## src/rtl/flash_read_responder_if.sv

```systemverilog
// Avalon-MM flash read bus between flash_read_responder (master) and the
// flash controller (slave). Word addressed; byteenable is always full-word.
interface flash_read_responder_if #(
  parameter int ADDR_W = 23
);
  logic              flash_mem_read;
  logic [ADDR_W-1:0] flash_mem_address;
  logic [3:0]        flash_mem_byteenable;
  logic              flash_mem_waitrequest;
  logic [31:0]       flash_mem_readdata;
  logic              flash_mem_readdatavalid;

  modport master (
    output flash_mem_read,
    output flash_mem_address,
    output flash_mem_byteenable,
    input  flash_mem_waitrequest,
    input  flash_mem_readdata,
    input  flash_mem_readdatavalid
  );

  modport slave (
    input  flash_mem_read,
    input  flash_mem_address,
    input  flash_mem_byteenable,
    output flash_mem_waitrequest,
    output flash_mem_readdata,
    output flash_mem_readdatavalid
  );
endinterface

```

## src/rtl/flash_read_responder.sv

```systemverilog
// flash_read_responder: services one-word read requests from the flash reader
// FSM, runs a single outstanding Avalon-MM read, returns the word on data_out
// with a one-cycle read_data_flag pulse and steps the sample address pointer
// (forward/reverse, bound handling, restart).
// Build option: define FLASH_LOOP_EN to wrap the pointer at the song bounds
// (end_flag tied low); otherwise the pointer stops at a bound and end_flag
// blocks further requests until restart or reset.
module flash_read_responder #(
  parameter int                ADDR_W     = 23,
  parameter logic [ADDR_W-1:0] START_ADDR = 23'h000000,
  parameter logic [ADDR_W-1:0] END_ADDR   = 23'h07FFFF
) (
  input  logic                  clk50M,
  input  logic                  reset,
  input  logic                  read_addr_flag,
  input  logic                  direction,
  input  logic                  restart,
  output logic                  read_data_flag,
  output logic [31:0]           data_out,
  output logic [ADDR_W-1:0]     cur_addr,
  output logic                  end_flag,
  flash_read_responder_if.master flash_mem
);

  typedef enum logic [1:0] {
    IDLE,
    ISSUE,
    WAIT_VALID,
    DONE
  } state_t;

  state_t            state;
  state_t            state_nxt;
  logic [ADDR_W-1:0] addr_q;
  logic              pending_restart;
  logic              mem_read;
  logic              req_accept;
  logic              reload_now;

  // Pointer is at the bound it would step past in the given direction.
  function automatic logic at_bound(input logic [ADDR_W-1:0] a, input logic dir);
    return dir ? (a == START_ADDR) : (a == END_ADDR);
  endfunction

  // Restart target: the first sample of the chosen play direction.
  function automatic logic [ADDR_W-1:0] reload_addr(input logic dir);
    return dir ? END_ADDR : START_ADDR;
  endfunction

  // One step of the pointer, including the bound rule.
  function automatic logic [ADDR_W-1:0] step_addr(input logic [ADDR_W-1:0] a,
                                                  input logic dir);
    if (at_bound(a, dir)) begin
`ifdef FLASH_LOOP_EN
      return dir ? END_ADDR : START_ADDR;
`else
      return a;
`endif
    end
    return dir ? (a - ADDR_W'(1)) : (a + ADDR_W'(1));
  endfunction

  assign req_accept = (state == IDLE) && read_addr_flag && !end_flag;
  // In DONE a restart seen during the transaction (or right now) replaces the step.
  assign reload_now = pending_restart || restart;

  // FSM state register.
  always_ff @(posedge clk50M or posedge reset) begin
    if (reset) state <= IDLE;
    else       state <= state_nxt;
  end

  // FSM next-state and handshake outputs.
  always_comb begin
    state_nxt      = state;
    mem_read       = 1'b0;
    read_data_flag = 1'b0;
    case (state)
      IDLE: begin
        if (req_accept) state_nxt = ISSUE;
      end
      ISSUE: begin
        mem_read = 1'b1;
        // Data may already be valid in the acceptance cycle.
        if (!flash_mem.flash_mem_waitrequest)
          state_nxt = flash_mem.flash_mem_readdatavalid ? DONE : WAIT_VALID;
      end
      WAIT_VALID: begin
        if (flash_mem.flash_mem_readdatavalid) state_nxt = DONE;
      end
      DONE: begin
        read_data_flag = 1'b1;
        state_nxt      = IDLE;
      end
      default: state_nxt = IDLE;
    endcase
  end

  // Pointer, latched bus address, returned data and deferred restart.
  always_ff @(posedge clk50M or posedge reset) begin
    if (reset) begin
      cur_addr        <= START_ADDR;
      addr_q          <= START_ADDR;
      data_out        <= 32'h0;
      pending_restart <= 1'b0;
    end else begin
      case (state)
        IDLE: begin
          if (restart) cur_addr <= reload_addr(direction);
          if (req_accept) addr_q <= restart ? reload_addr(direction) : cur_addr;
        end
        ISSUE: begin
          if (restart) pending_restart <= 1'b1;
          if (!flash_mem.flash_mem_waitrequest && flash_mem.flash_mem_readdatavalid)
            data_out <= flash_mem.flash_mem_readdata;
        end
        WAIT_VALID: begin
          if (restart) pending_restart <= 1'b1;
          if (flash_mem.flash_mem_readdatavalid)
            data_out <= flash_mem.flash_mem_readdata;
        end
        DONE: begin
          pending_restart <= 1'b0;
          if (reload_now) cur_addr <= reload_addr(direction);
          else            cur_addr <= step_addr(cur_addr, direction);
        end
        default: ;
      endcase
    end
  end

`ifdef FLASH_LOOP_EN
  assign end_flag = 1'b0;
`else
  // Sticky end-of-song flag: set when a step hits a bound, cleared by restart.
  always_ff @(posedge clk50M or posedge reset) begin
    if (reset) begin
      end_flag <= 1'b0;
    end else if (state == IDLE && restart) begin
      end_flag <= 1'b0;
    end else if (state == DONE) begin
      if (reload_now)                          end_flag <= 1'b0;
      else if (at_bound(cur_addr, direction))  end_flag <= 1'b1;
    end
  end
`endif

  assign flash_mem.flash_mem_read       = mem_read;
  assign flash_mem.flash_mem_address    = addr_q;
  assign flash_mem.flash_mem_byteenable = 4'b1111;

endmodule

```

## src/flat_wrapper.sv

```systemverilog
// flat-port wrapper written by rule: the top's interface ports become plain ports
module flash_read_responder_flat 
#(
  parameter int                ADDR_W     = 23,
  parameter logic [ADDR_W-1:0] START_ADDR = 23'h000000,
  parameter logic [ADDR_W-1:0] END_ADDR   = 23'h07FFFF
)
  (clk50M, reset, read_addr_flag, direction, restart, read_data_flag, data_out, cur_addr, end_flag, flash_mem_flash_mem_read, flash_mem_flash_mem_address, flash_mem_flash_mem_byteenable, flash_mem_flash_mem_waitrequest, flash_mem_flash_mem_readdata, flash_mem_flash_mem_readdatavalid);
  flash_read_responder_if #(.ADDR_W(ADDR_W)) flash_mem_i ();
  input  logic clk50M;
  input  logic reset;
  input  logic read_addr_flag;
  input  logic direction;
  input  logic restart;
  output logic read_data_flag;
  output logic [31:0] data_out;
  output logic [ADDR_W-1:0] cur_addr;
  output logic end_flag;
  output wire logic [$bits(flash_mem_i.flash_mem_read)-1:0] flash_mem_flash_mem_read;
  output wire logic [$bits(flash_mem_i.flash_mem_address)-1:0] flash_mem_flash_mem_address;
  output wire logic [$bits(flash_mem_i.flash_mem_byteenable)-1:0] flash_mem_flash_mem_byteenable;
  input wire logic [$bits(flash_mem_i.flash_mem_waitrequest)-1:0] flash_mem_flash_mem_waitrequest;
  input wire logic [$bits(flash_mem_i.flash_mem_readdata)-1:0] flash_mem_flash_mem_readdata;
  input wire logic [$bits(flash_mem_i.flash_mem_readdatavalid)-1:0] flash_mem_flash_mem_readdatavalid;
  assign flash_mem_flash_mem_read = flash_mem_i.flash_mem_read;
  assign flash_mem_flash_mem_address = flash_mem_i.flash_mem_address;
  assign flash_mem_flash_mem_byteenable = flash_mem_i.flash_mem_byteenable;
  assign flash_mem_i.flash_mem_waitrequest = flash_mem_flash_mem_waitrequest;
  assign flash_mem_i.flash_mem_readdata = flash_mem_flash_mem_readdata;
  assign flash_mem_i.flash_mem_readdatavalid = flash_mem_flash_mem_readdatavalid;
  flash_read_responder #(.ADDR_W(ADDR_W), .START_ADDR(START_ADDR), .END_ADDR(END_ADDR)) u_core (.clk50M(clk50M), .reset(reset), .read_addr_flag(read_addr_flag), .direction(direction), .restart(restart), .read_data_flag(read_data_flag), .data_out(data_out), .cur_addr(cur_addr), .end_flag(end_flag), .flash_mem(flash_mem_i));
endmodule
```

## config.mk

```make
export PLATFORM = sky130hd
export DESIGN_NAME = flash_read_responder_flat
export DESIGN_NICKNAME = d
export VERILOG_FILES = /design/src/rtl/flash_read_responder_if.sv /design/src/rtl/flash_read_responder.sv /design/src/flat_wrapper.sv
export SDC_FILE = /design/constraint.sdc
export NUM_CORES = 1
export LEC_CHECK = 0
export CAP_MARGIN = 0
export CELL_PAD_IN_SITES_DETAIL_PLACEMENT = 1
export CELL_PAD_IN_SITES_GLOBAL_PLACEMENT = 1
export CORE_ASPECT_RATIO = 1.1
export CORE_MARGIN = 5
export CORE_UTILIZATION = 40
export DETAILED_ROUTE_END_ITERATION = 6
export PLACE_DENSITY = 0.86
export SLEW_MARGIN = 20
export SYNTH_ARGS = -nofsm -noshare
export SYNTH_HDL_FRONTEND = slang
export SYNTH_SLANG_ARGS = --single-unit
```

## constraint.sdc

```tcl
create_clock -name clk50M -period 8 [get_ports clk50M]
set_input_delay 2.4 -clock clk50M [delete_from_list [all_inputs] [get_ports clk50M]]
set_output_delay 2.4 -clock clk50M [all_outputs]
set_load 0.01 [all_outputs]
```

==> summary.txt, run 1 <==
Run status
  • Outcome: finished, final reports clean

Final layout
  • Fin area: around 6500 sq um
  • Nets: around 700
  • Layout cells sized above 1: 0.1057
  • # diodes: 0
  • P&R area growth vs syn: 32.52%

Clock network
  • Clock root buffer: clkbuf_16
  • CTS hold repair buffers: 0
  • CTS Sinks: 82
  • Clk pin slew, worst setup/hold paths: 60 ps
  • Post-CTS resize count: 0
  • Max clock buf depth: 2
  • Clock insertion delay at the later pin of the skew report: around 330 ps
  • Num CTS Buffers: 9
  • CTS tree: yes
  • H-Tree Depth: 3
  • # Post-CTS Setup Buffers: 0

Placed design
  • Placed cell area: between 6000 and 7000 sq um
  • IO Port Bufs: 119
  • Detailed Place HPWL: between 10000 and 15000 um
  • GP Congestion: just under 0.9
  • Pre-CTS setup slack: 2665 ps

Drt
  • DR WL/cell: roughly 20 um
  • Drt total wl: 15880 um
  • Via count: about 4500
  • DRC violations left: 0
  • Iteration-0 DRC Markers: between 300 and 400
  • DRT Pass-1 Iters: 4
  • Final ANT Viol Nets: 0
  • Vias per inst: 5.702

Pwr
  • Clock power frac: 0.141
  • Peak VDD IR: a little under 0.0002 V
  • Net Switching: around 1.2 mW
  • Internal Pwr Total: around 1.6 mW
  • LEAKAGE: ~2.7 nW
  • Sw Share: 0.4249
  • Sequential Power Share: 0.295
  • Logic pwr share: 0.564
  • Power Density: between 400 and 500 nW/um^2

Worst setup path
  • Critical Path Fanout Max: 16
  • Worst-path cell chain: clkdlybuf4s50_1 -> nor2_2 -> nand2_1 -> nor2_1 -> a21boi_0 -> nand3b_1 -> or4_1 -> nand3_1
  • Reg2Reg Setup Slack: roughly 5300 ps
  • Register-to-Register Path Depth: 8
  • Reg2reg start: u_core.cur_addr[0]$_DFFE_PP0P_
  • Critical Path End Type: flop
  • Top delay family on crit path: simple AND/OR/NAND/NOR gates
  • Crit-path slowest cell: clkdlybuf4s50_1
  • Crit path kind: input pin to flop
  • Crit path DAT: around 5300 ps
  • CP max stage delay: approximately 730 ps
  • CP Data Required Time: 8270 ps
  • Buf/Inv on CP: 1
  • Critical R2R Capture: u_core.cur_addr[22]$_DFFE_PP0P_
  • CP Launch Type: input pin

STA
  • Clock skew: approximately 8 ps
  • Unrepaired setup endpoints after global routing: false
  • Fmax: ~200 MHz
  • Fin Hold WS: roughly 480 ps
  • Relative slew margins: 0.4339
  • Max Slew Vio Count: 0
  • Final period util: 0.6249
  • Worst slew pin tran: 840.3 ps
  • Final setup viols: 0
  • Final WS setup: between 3000 and 4000 ps
  • Fin. Hold Viols: 0
  • Final Critical Period: around 5000 ps
  • Setup tns final: 0 ps

Min path
  • Endpoint, Worst Hold: u_core.flash_mem.flash_mem_address[9]$_DFFE_PP0P_
  • Worst Hold Launch: u_core.flash_mem.flash_mem_address[9]$_DFFE_PP0P_
  • Hold Path Cell Cnt: 2
  • HP Class: flop to flop

Global routing
  • Met1 global-route usage: 0.2831
  • GR Overflow Total: 0
  • Vias in the first global route: approximately 4800
  • Met2 Usage GRT: 0.3839
  • GRT Resource Usage Total: 0.2211
  • Largest net degree at the start of global routing: 83
  • GRT busiest layer: met2
  • Initial antenna violation count: 0
  • First-pass GRT wire length: ~26000 um
  • Met3 usage: 0.03023

Synth
  • Sequential fraction of the synthesis area: 0.4209
  • Count leader, synth: dfrtp_1
  • Synth unique cells: 72
  • Synth Cell Area: 4875 sq um
  • Synth Area per Inst: a little over 9 sq um
  • Mapped Cells: between 500 and 600
  • List of most frequent post-synthesis cells: dfrtp_1 (82), a21oi_1 (58), nand2_1 (55), o21ai_0 (45), nor2_1 (35)
  • Async SR Flop Fraction: 1.000
  • Yosys reg bits: 82
  • Ys flop type: dfrtp_1
  • EDFF count, synth: 0
  • Synth top area share: 0.4209
  • Synth warn: 0
  • Top cells by area, synth: dfrtp_1 (42%), mux2_2 (7.4%), ha_1 (6.4%)
  • Post-synthesis cell type with the largest combined area: dfrtp_1

Floorplanning
  • Starting density of the core: 0.4069
  • Die Wd: 115.3 um
  • IO Pins: between 100 and 150
  • Core region area: around 12000 sq um
  • Cell Rows: 42
  • Die Area: 14500 sq um
  • Die H: between 100 and 150 um

Run
  • Max Cap Violations: 0
==> cell families after synthesis <==
kind of cell	count (synthesis)	share of synthesized area
xor gates and xnor gates	13	0.02336
DFF	82	0.4209
buffers and inverters	46	0.04209
and+or+nand+nor	153	0.1499
adders and majority gates	26	0.06828
AOI/OAI and AO/OA	168	0.2187
muxes	33	0.07598
other	1	0.0007693
==> worst max-delay path by stage <==
stage	start	end	slack [ps]	cells past startpoint
CTS	direction	u_core.cur_addr[21]$_DFFE_PP0P_	3020	10
detailed placement	direction	u_core.cur_addr[21]$_DFFE_PP0P_	2660	10
global route	direction	u_core.cur_addr[21]$_DFFE_PP0P_	2840	10
finish	restart	u_core.cur_addr[19]$_DFFE_PP0P_	3000	8
floorplan	reset	u_core.cur_addr[0]$_DFFE_PP0P_	3490	1
global placement	direction	u_core.cur_addr[21]$_DFFE_PP0P_	2770	10
==> cell type report <==
class,count,area (sq um)
inverters,15,57.56
clock inverters,3,40.04
fillers,1371,5522
well taps,154,192.7
multi-input cells,397,2631
clock buffers,12,246.5
repair buffers,125,1240
flip-flops and latches,82,2052
==> metrics by stage <==
step	total power, mW	cells	utilization
2_1_floorplan	1.714	525	-
3_3_place_gp	2.340	773	0.5147
3_5_place_dp	2.422	773	0.5149
4_1_cts	2.856	788	0.5388
5_1_grt	3.042	788	0.5392
6_report	2.840	788	0.5392
==> flip-flops by register name, indices dropped and copies added (netlist names) <==
register,cells
u_core.end_flag,1
u_core.pending_restart,1
u_core.state,2
u_core.data_out,32
u_core.flash_mem.flash_mem_address,23
u_core.cur_addr,23
==> layer usage <==
layer  part of all wire  wire (um)
met1               0.43       6862
met3              0.060        955
met2               0.49       7794
met5                  0          0
met4              0.017        263
==> worst register-to-register path: stages (launching register included) <==
cell and delay [ps]:
dfrtp_1 530, fa_1 500, a21oi_1 240, o211ai_2 180
a221oi_2 450, o21a_1 240, o21bai_1 110, xnor2_1 130
o31ai_1 200
==> power by group through the flow <==
stage / Sequential (mW) / Combinational [mW] / Clock [mW]
floorplan: 0.852 / 0.862 / 0
global placement: 0.815 / 1.52 / 0
detailed placement: 0.835 / 1.59 / 0
CTS: 0.834 / 1.61 / 0.408
global route: 0.860 / 1.76 / 0.425
finish: 0.837 / 1.60 / 0.402
==> cell usage in the layout (no fill, tap or decap), drive strengths merged, types with 4 or more instances in the layout <==
cell type      Yosys  layout
nand4              5       5
mux2              32      32
ha                25      25
nor2              36      36
nor4               5       5
xnor2              6       6
buf               11       6
o22ai              6       6
clkbuf            20      12
clkdlybuf4s50      0     119
o21ai             45      45
nand3             12      12
nand2             55      55
a31oi              4       4
xor2               7       7
conb               1       4
a211oi             5       5
a21oi             59      59
dfrtp             82      82
a21o              10      10
nor3              11      11
inv               15      14
(Power assumes the default switching activity.)
==> run 2: changes to the inputs <==
Settings changed: CORE_UTILIZATION 40 to 34, PLACE_DENSITY 0.86 to 0.78.
Clock period 8 ns to 4.4 ns, I/O delays scaled along.
==> run 2 against run 1 <==
Clock power rose by 92%. Sequential share of layout area is 0.65 points lower. Via count increased by 1.7%. Sequential cell count stayed put. Count of clock-buffer cells in the layout is 2 lower. Design area grew 2.1%. Critical path depth rose by 2. Global-route usage is 2.0 points lower. Sequential power increased by 82%. Die area increased by 16%. Register-to-register slack lost 3600 ps.
==> summary.txt, run 2 (synthesis results as in run 1) <==
Global routing
  • Largest net degree at the start of global routing: 70 (-16%)
  • Vias in the first global route: 4932 (+1.9%)
  • GR Overflow Total: 0 (unchanged)
  • Initial antenna violation count: 0 (unchanged)
  • GRT Resource Usage Total: 0.2010 (-0.02009)
  • First-pass GRT wire length: 26580 um (+3.2%)

STA
  • Fmax: around 260 MHz
  • Final period util: 0.8600
  • Clock skew: 6.894 ps (-0.9230 ps)
  • Final Critical Period: about 3800 ps
  • Unrepaired setup endpoints after global routing: false
  • Fin. Hold Viols: 0 (unchanged)
  • Worst slew pin tran: 883.7 ps (+43.41 ps)
  • Relative slew margins: 0.4046 (-0.02925)
  • Setup tns final: 0 ps (unchanged)
  • Fin Hold WS: 482.4 ps (+4.744 ps)
  • Final setup viols: 0 (unchanged)
  • Max Slew Vio Count: 0 (unchanged)

Floorplanning
  • Cell Rows: 46 (+9.5%)
  • Die H: 135.6 um (+7.8%)
  • IO Pins: 124 (unchanged)
  • Starting density of the core: 0.3415 (-0.06534)
  • Core region area: 14270 sq um (+19%)
  • Die Area: 16830 sq um (+16%)
  • Die Wd: 124.2 um (+7.7%)

Worst setup path
  • CP Data Required Time: 4620 ps (-3650 ps)
  • Crit path kind: input pin to flop
  • CP Launch Type: input pin
  • Critical Path Fanout Max: 29 (+13)
  • Crit path DAT: 4000 ps (-1270 ps)
  • Register-to-Register Path Depth: 8 (unchanged)
  • Critical Path End Type: flop
  • Critical R2R Capture: u_core.cur_addr[16]$_DFFE_PP0P_
  • Reg2Reg Setup Slack: 1690 ps (-3630 ps)
  • Reg2reg start: u_core.cur_addr[0]$_DFFE_PP0P_

Clock network
  • Clk pin slew, worst setup/hold paths: 60 ps (about the same)
  • Clock insertion delay at the later pin of the skew report: 340 ps (about the same)
  • CTS Sinks: 82 (unchanged)
  • Post-CTS resize count: 0 (unchanged)
  • Clock root buffer: clkbuf_16
  • CTS tree: yes
  • H-Tree Depth: 3 (unchanged)
  • Num CTS Buffers: 9 (unchanged)
  • Max clock buf depth: 2 (unchanged)
  • # Post-CTS Setup Buffers: 0 (unchanged)
  • CTS hold repair buffers: 0 (unchanged)

Drt
  • Met3 WL: 1276 um (+34%)
  • Final ANT Viol Nets: 0 (unchanged)
  • Via count: 4569 (+1.7%)
  • M1 WL: 6727 um (-2.0%)
  • Highest routed layer: met4
  • Routed wl met2: 8285 um (+6.3%)
  • DRC violations left: 0 (unchanged)
  • DR WL/cell: 19.92 um (-1.1%)
  • Iteration-0 DRC Markers: 177 (-43%)
  • DRT Pass-1 Iters: 4 (unchanged)
  • Drt total wl: 16630 um (+4.8%)
  • Vias per inst: 5.472 (-4.0%)

Final layout
  • Fill count: 1691 (+23%)
  • Most frequent cells in the layout: clkdlybuf4s50_1 (119), dfrtp_1 (82), a21oi_1 (58)
  • Most common cell after layout, fill and taps aside: clkdlybuf4s50_1
  • P&R area growth vs syn: 35.29%
  • Largest reg by FF count: u_core.data_out
  • Max reg flops: 32 (unchanged)
  • Layout cells sized above 1: 0.1198 (+0.01407)
  • Nets: 703 (+1.2%)
  • # diodes: 0 (unchanged)

Pwr
  • LEAKAGE: 2.788 nW (+1.8%)
  • Power Density: 793.0 nW/um^2 (+80%)
  • Peak VDD IR: 0.0002418 V (+24%)

Placed design
  • IO Port Bufs: 119 (unchanged)
  • Detailed Place HPWL: 12840 um (+9.4%)
  • GP Congestion: 0.8889 (+2.1%)

Min path
  • HP Class: flop to flop
  • Endpoint, Worst Hold: u_core.flash_mem.flash_mem_address[0]$_DFFE_PP0P_
  • Worst Hold Launch: u_core.flash_mem.flash_mem_address[0]$_DFFE_PP0P_
  • Hold Path Cell Cnt: 2 (unchanged)

Run status
  • Outcome: finished, final reports clean

Run
  • Max Cap Violations: 0 (unchanged)
[run 2: cell types whose count changed in the layout (fill, tap and decap cells not counted), sizes merged]
cell,before,now
buf,6,14
clkbuf,12,10
clkinv,3,4
clkinvlp,0,1
inv,14,15
[run 2: worst max-delay path by stage]
stage / from / cells after the start / to / slack (ps)
after floorplan: reset / 1 / u_core.cur_addr[0]$_DFFE_PP0P_ / 970
after global placement: direction / 10 / u_core.cur_addr[16]$_DFFE_PP0P_ / 400
after detailed placement: direction / 10 / u_core.cur_addr[16]$_DFFE_PP0P_ / 280
after CTS: direction / 10 / u_core.cur_addr[22]$_DFFE_PP0P_ / 630
after global routing: direction / 10 / u_core.cur_addr[20]$_DFFE_PP0P_ / 450
final: direction / 10 / u_core.cur_addr[16]$_DFFE_PP0P_ / 620
[run 2: metrics by stage]
stage,worst slack (ps),area [sq um],std cells,util,power [mW]
2_1_floorplan,971.6,4886,525,-,3.115
3_3_place_gp,400.2,6287,819,0.4405,4.307
3_5_place_dp,280.8,6291,819,0.4407,4.469
4_1_cts,633.7,6595,835,0.4620,5.266
5_1_grt,448.5,6595,835,0.4620,5.611
6_report,616.2,6595,835,0.4620,5.230
[run 2: layer usage]
layer | GRT usage | vias to the layer above
li1 | - | 2128
met1 | 0.2437 | 2271
met2 | 0.3507 | 147
met3 | 0.04804 | 23
met4 | 0.06086 | 0
met5 | 0 | -
[run 2: power breakdown]
| group | leakage [nW] | switching [mW] | internal (mW) |
|---|---|---|---|
| sequential | 1.00 | 0.407 | 1.11 |
| clock | 0.149 | 0.316 | 0.456 |
| combinational | 1.64 | 1.51 | 1.42 |
[run 2: critical path: stages]
cell and delay (ps):
clkdlybuf4s50_1 450, buf_12 190, fa_1 480, a21oi_1 250
o211ai_2 170, a221oi_2 480, o21bai_1 160, xnor2_1 150
a211oi_1 240, a21oi_1 100
[run 2: layout make-up]
class                           instances  area, sq um  area share
Clock buffer                           10        239.0     0.03624
Clock inverter                          6        65.06    0.009865
Inverter                               15        61.31    0.009296
Multi-Input combinational cell        397         2629      0.3986
Sequential cell                        82         2052      0.3111
Tap cell                              192        240.2     0.03643
Timing Repair Buffer                  133         1309      0.1984
==> run 3: changes to the inputs <==
Settings changed: CTS_CLUSTER_DIAMETER set to 200.
==> results of run 3 <==
Final layout, timing and power as in run 2 (identical DEF).
